File: config.mk
export PLATFORM = sky130hd
export DESIGN_NAME = bpsk_modulator
export DESIGN_NICKNAME = d
export VERILOG_FILES = /design/src/rtl/bpsk_modulator.sv
export SDC_FILE = /design/constraint.sdc
export NUM_CORES = 1
export LEC_CHECK = 0
export CAP_MARGIN = 20
export CORE_AREA = 10 10 84 86
export DETAILED_ROUTE_END_ITERATION = 8
export DIE_AREA = 0 0 94 96
export PLACE_DENSITY = 0.71
export SYNTH_ARGS = -nofsm -noshare
export SYNTH_HDL_FRONTEND = slang
export SYNTH_SLANG_ARGS = --single-unit
File: constraint.sdc
create_clock -name clk -period 4.4 [get_ports clk]
set_clock_uncertainty 0.2 [all_clocks]
set_input_delay 1.32 -clock clk [delete_from_list [all_inputs] [get_ports clk]]
set_output_delay 1.32 -clock clk [all_outputs]
set_load 0.01 [all_outputs]
File: src/rtl/bpsk_modulator.sv
// Serial BPSK modulator: streams a 16-bit word MSB-first as a 16-sample sine
// carrier per bit, inverting the carrier for 0 bits. The word repeats until reloaded.
module bpsk_modulator #(
  parameter int unsigned CYCLES_PER_BIT = 1
) (
  input  logic               clk,
  input  logic               rst,
  input  logic               ld,
  input  logic [15:0]        data,
  output logic signed [15:0] bpsk
);

  localparam logic [7:0] LAST_CYC = 8'(CYCLES_PER_BIT - 1);

  logic [15:0]        data_reg;
  logic [3:0]         phase;
  logic [3:0]         bit_idx;
  logic [7:0]         cyc_cnt;
  logic signed [15:0] lut_val;

  always_comb begin
    lut_val = '0;
    case (phase)
      4'd0:  lut_val = 16'sd0;
      4'd1:  lut_val = 16'sd12539;
      4'd2:  lut_val = 16'sd23170;
      4'd3:  lut_val = 16'sd30273;
      4'd4:  lut_val = 16'sd32767;
      4'd5:  lut_val = 16'sd30273;
      4'd6:  lut_val = 16'sd23170;
      4'd7:  lut_val = 16'sd12539;
      4'd8:  lut_val = 16'sd0;
      4'd9:  lut_val = -16'sd12539;
      4'd10: lut_val = -16'sd23170;
      4'd11: lut_val = -16'sd30273;
      4'd12: lut_val = -16'sd32767;
      4'd13: lut_val = -16'sd30273;
      4'd14: lut_val = -16'sd23170;
      4'd15: lut_val = -16'sd12539;
      default: lut_val = '0;
    endcase
  end

  // Unreset on purpose: a word loaded while rst is high survives reset release.
  always_ff @(posedge clk) begin
    if (ld) data_reg <= data;
  end

  always_ff @(posedge clk or posedge rst) begin
    if (rst) begin
      bpsk    <= '0;
      phase   <= '0;
      bit_idx <= 4'd15;
      cyc_cnt <= '0;
    end else if (ld) begin
      bpsk    <= '0;
      phase   <= '0;
      bit_idx <= 4'd15;
      cyc_cnt <= '0;
    end else begin
      bpsk  <= data_reg[bit_idx] ? lut_val : -lut_val;
      phase <= phase + 4'd1;
      // Bit changes only at the end of a carrier period, i.e. at a zero crossing.
      if (phase == 4'd15) begin
        if (cyc_cnt == LAST_CYC) begin
          cyc_cnt <= '0;
          bit_idx <= bit_idx - 4'd1;
        end else begin
          cyc_cnt <= cyc_cnt + 8'd1;
        end
      end
    end
  end

endmodule

==> impl_metrics.xml <==
<?xml version="1.0" encoding="UTF-8"?>
<metrics>
  <group name="run_status">
    <metric name="status" unit="">complete, no violations</metric>
  </group>
  <group name="timing">
    <metric name="report.final.slew_viol_count" unit="">0</metric>
    <metric name="rsz0062_at_grt" unit="">no</metric>
    <metric name="setup_viol" unit="">0</metric>
    <metric name="max_clock_freq" unit="GHz">0.327</metric>
    <metric name="setup_total_negative_slack" unit="ns">0</metric>
    <metric name="timing.max_slew.rel_slack" unit="%">42.8</metric>
    <metric name="finalCriticalPeriod" unit="ns">3.06</metric>
    <metric name="hold_violations" unit="">0</metric>
    <metric name="final_min_period_over_clock_period" unit="%">69.5</metric>
    <metric name="actual_slew_at_the_worst_max_slew_pin" unit="ns">0.858</metric>
  </group>
  <group name="routing">
    <metric name="post_drt_wl_per_cell" unit="um">16.6</metric>
    <metric name="final_antenna_net_count" unit="">0</metric>
    <metric name="drt-pass1-iter-count" unit="">4</metric>
    <metric name="detail_route.vias_per_cell" unit="">5.48</metric>
    <metric name="routed_wirelength" unit="um">5820</metric>
    <metric name="detailroute.via_count" unit="">1924</metric>
    <metric name="dr.first_iter.drc_count" unit="">124</metric>
    <metric name="drc" unit="">0</metric>
  </group>
  <group name="grt">
    <metric name="grt_antenna_before_repair" unit="">0</metric>
    <metric name="wire_length_of_the_first_global_routing_pass" unit="um">9580</metric>
    <metric name="grt_max_degree" unit="">37</metric>
    <metric name="grt.overflow.total" unit="">0</metric>
    <metric name="grt_pass1_vias" unit="">1947</metric>
    <metric name="track_usage" unit="%">13.4</metric>
  </group>
  <group name="clock_network">
    <metric name="postCtsHoldBufs" unit="">0</metric>
    <metric name="numCtsBuffers" unit="">5</metric>
    <metric name="clkTransAtPathRegs" unit="ns">0.09</metric>
    <metric name="cts_tree" unit="">built</metric>
    <metric name="htree_levels" unit="">2</metric>
    <metric name="post_cts_resize_count" unit="">0</metric>
    <metric name="clkLatencyLatePin" unit="ns">0.30</metric>
    <metric name="clock-root-buffer" unit="">sky130_fd_sc_hd__clkbuf_8</metric>
    <metric name="clock_sink_count" unit="">48</metric>
    <metric name="ctsLongestPathBuffers" unit="">2</metric>
    <metric name="cts_setup_buffers" unit="">0</metric>
  </group>
  <group name="hold_path">
    <metric name="hold_critical_path_depth" unit="">2</metric>
    <metric name="worst_hold_startpoint" unit="">cyc_cnt[7]</metric>
    <metric name="hold-path-endpoint" unit="">cyc_cnt[7]</metric>
    <metric name="worstHoldPathType" unit="">reg -&gt; reg</metric>
  </group>
  <group name="worst_setup_path">
    <metric name="critical_path.max_fanout" unit="">9</metric>
    <metric name="cp-end-kind" unit="">flop</metric>
    <metric name="critical_setup_path_kind" unit="">reg -&gt; reg</metric>
    <metric name="reg2reg_depth" unit="">7</metric>
    <metric name="crit-reg2reg-capture" unit="">bpsk[8]</metric>
    <metric name="setup.reg_to_reg.worst_slack" unit="ns">1.34</metric>
    <metric name="cp-start-kind" unit="">flop</metric>
    <metric name="worstReg2RegStart" unit="">phase[1]</metric>
    <metric name="critPathArrivalTime" unit="ns">3.04</metric>
    <metric name="worst-endpoint-required" unit="ns">4.38</metric>
  </group>
  <group name="synth">
    <metric name="netlist-cell-type-count" unit="">58</metric>
    <metric name="share_of_synthesized_registers_carrying_an_async_set_or_reset" unit="%">66.7</metric>
    <metric name="synth.top_cell.area_share" unit="%">25.4</metric>
    <metric name="synth_enable_flop_cells" unit="">16</metric>
    <metric name="netlist_instances" unit="">249</metric>
    <metric name="synth-seq-area-share" unit="%">46.6</metric>
    <metric name="synth_flop_cell" unit="">sky130_fd_sc_hd__dfrtp_1</metric>
    <metric name="avgSynthCellArea" unit="um^2">11.1</metric>
    <metric name="mappedNetlistArea" unit="um^2">2760</metric>
    <metric name="synth_nets" unit="">280</metric>
    <metric name="post-synth-top-area-cell" unit="">sky130_fd_sc_hd__dfrtp_1</metric>
    <metric name="yosys_warnings" unit="">0</metric>
    <metric name="netlist_top_cells_count" unit="">28 x sky130_fd_sc_hd__dfrtp_1, 27 x sky130_fd_sc_hd__nor2_1, 16 x sky130_fd_sc_hd__edfxtp_1</metric>
    <metric name="synth_seq_cells" unit="">48</metric>
    <metric name="synth.most_common_cell" unit="">sky130_fd_sc_hd__dfrtp_1</metric>
    <metric name="synth_area_leaders" unit="">sky130_fd_sc_hd__dfrtp_1 25%, sky130_fd_sc_hd__edfxtp_1 17%, sky130_fd_sc_hd__ha_1 5.4%</metric>
  </group>
  <group name="place">
    <metric name="dp.final_hpwl" unit="um">4400</metric>
    <metric name="routabilityCongestion" unit="">0.864</metric>
    <metric name="io_buffers" unit="">34</metric>
    <metric name="postPlaceCellArea" unit="um^2">3090</metric>
    <metric name="dpl.cell_count" unit="">343</metric>
  </group>
  <group name="floorplan">
    <metric name="design.portCount" unit="">35</metric>
    <metric name="start_util" unit="%">51.1</metric>
    <metric name="placementRows" unit="">27</metric>
    <metric name="die_h" unit="um">96</metric>
    <metric name="core_area" unit="um^2">5410</metric>
    <metric name="die_footprint" unit="um^2">9020</metric>
    <metric name="die_x" unit="um">94</metric>
  </group>
  <group name="pwr">
    <metric name="vdd_drop_max" unit="uV">173</metric>
    <metric name="power.switching_fraction" unit="%">26.7</metric>
    <metric name="power.internal" unit="uW">780</metric>
    <metric name="power.static_leakage" unit="nW">1.34</metric>
    <metric name="p_comb_share" unit="%">21.7</metric>
    <metric name="total_power_per_unit_cell_area" unit="nW/um^2">332</metric>
    <metric name="switchingPower" unit="uW">283</metric>
    <metric name="clock_power_share" unit="%">30.0</metric>
    <metric name="seq_power_share" unit="%">48.2</metric>
  </group>
  <group name="final_layout">
    <metric name="antennaDiodeCount" unit="">0</metric>
    <metric name="stdcell_area" unit="um^2">3200</metric>
    <metric name="finish.cell_count_without_fillers" unit="">351</metric>
    <metric name="syn_to_final_growth" unit="%">16.0</metric>
    <metric name="final_layout_size_suffix_gt1_share" unit="%">11.1</metric>
    <metric name="finish.net_count" unit="">309</metric>
  </group>
  <group name="job">
    <metric name="max_capacitance_violation_total" unit="">0</metric>
  </group>
</metrics>
worst max path at each step:
stage,from,endpoint,slack [ns],cells after the start
2_1_floorplan,phase[1],bpsk[15],1.62,9
3_3_place_gp,ld,bpsk[15],1.09,4
3_5_place_dp,ld,bpsk[15],1.06,4
4_1_cts,phase[1],bpsk[15],1.36,8
5_1_grt,phase[0],bpsk[8],1.15,7
6_report,phase[1],bpsk[8],1.34,7
critical path, cell delays in order (launching register included):
cell and delay [ns]:
sky130_fd_sc_hd__dfrtp_1 0.54, sky130_fd_sc_hd__inv_1 0.15, sky130_fd_sc_hd__ha_1 0.41, sky130_fd_sc_hd__mux4_2 0.56, sky130_fd_sc_hd__nor4_1 0.53, sky130_fd_sc_hd__a21boi_0 0.23, sky130_fd_sc_hd__a21oi_1 0.24, sky130_fd_sc_hd__nor2_1 0.07
layout by cell type, fill, tap and decap left out, drive strengths merged, types with 3 or more instances in the layout:
cell type,n
a211oi,3
a21oi,8
and2,5
and3,4
clkbuf,5
clkdlybuf4s50,34
dfrtp,28
dfstp,4
edfxtp,16
ha,12
inv,13
mux2,4
mux2i,7
mux4,5
nand2,13
nand2b,9
nand3,8
nand4,4
nor2,27
nor2b,5
nor4,3
o21ai,6
o31ai,6
or2,3
or2b,3
xnor2,7
xor2,8
stage by stage:
step	setup WS [ns]	total power, mW	hold slack [ns]	util [%]
after floorplan	1.62	0.662	0.298	-
after global placement	1.09	0.751	0.328	57.2
after detailed placement	1.06	0.754	0.326	57.2
after CTS	1.36	1.07	0.352	59.3
after global routing	1.15	1.12	0.402	59.3
final	1.34	1.06	0.353	59.3
power by group through the flow:
stage | combinational (mW) | sequential (mW) | clock [mW]
after global routing | 0.254 | 0.517 | 0.350
after global placement | 0.229 | 0.521 | 0
after floorplan | 0.136 | 0.525 | 0
final | 0.231 | 0.513 | 0.319
after CTS | 0.233 | 0.513 | 0.327
after detailed placement | 0.232 | 0.522 | 0
per-layer routing:
layer	routed length [um]	track usage [%]	part of all wire, %
met5	0	0	0
met4	105	5.19	1.8
met3	260	3.35	4.5
met2	3030	23.4	52
met1	2420	15.4	42
logic make-up after synthesis:
logic type / synth area share [%]
xor gates and xnor gates: 4.76
DFF: 46.6
and+or+nand+nor: 18.0
AOI/OAI and AO/OA: 10.7
muxes: 8.65
adders and majority gates: 5.44
buffers and inverters: 5.89
layout make-up:
| cell class | instances | area (um^2) |
|---|---|---|
| multi-input cells | 175 | 1310 |
| clock buffers | 5 | 68.8 |
| clock inverters | 3 | 46.3 |
| inverters | 12 | 45.0 |
| well taps | 72 | 90.1 |
| fillers | 472 | 2200 |
| repair buffers | 36 | 355 |
| flip-flops and latches | 48 | 1290 |
Note: power is estimated with default switching activity, not from simulation.
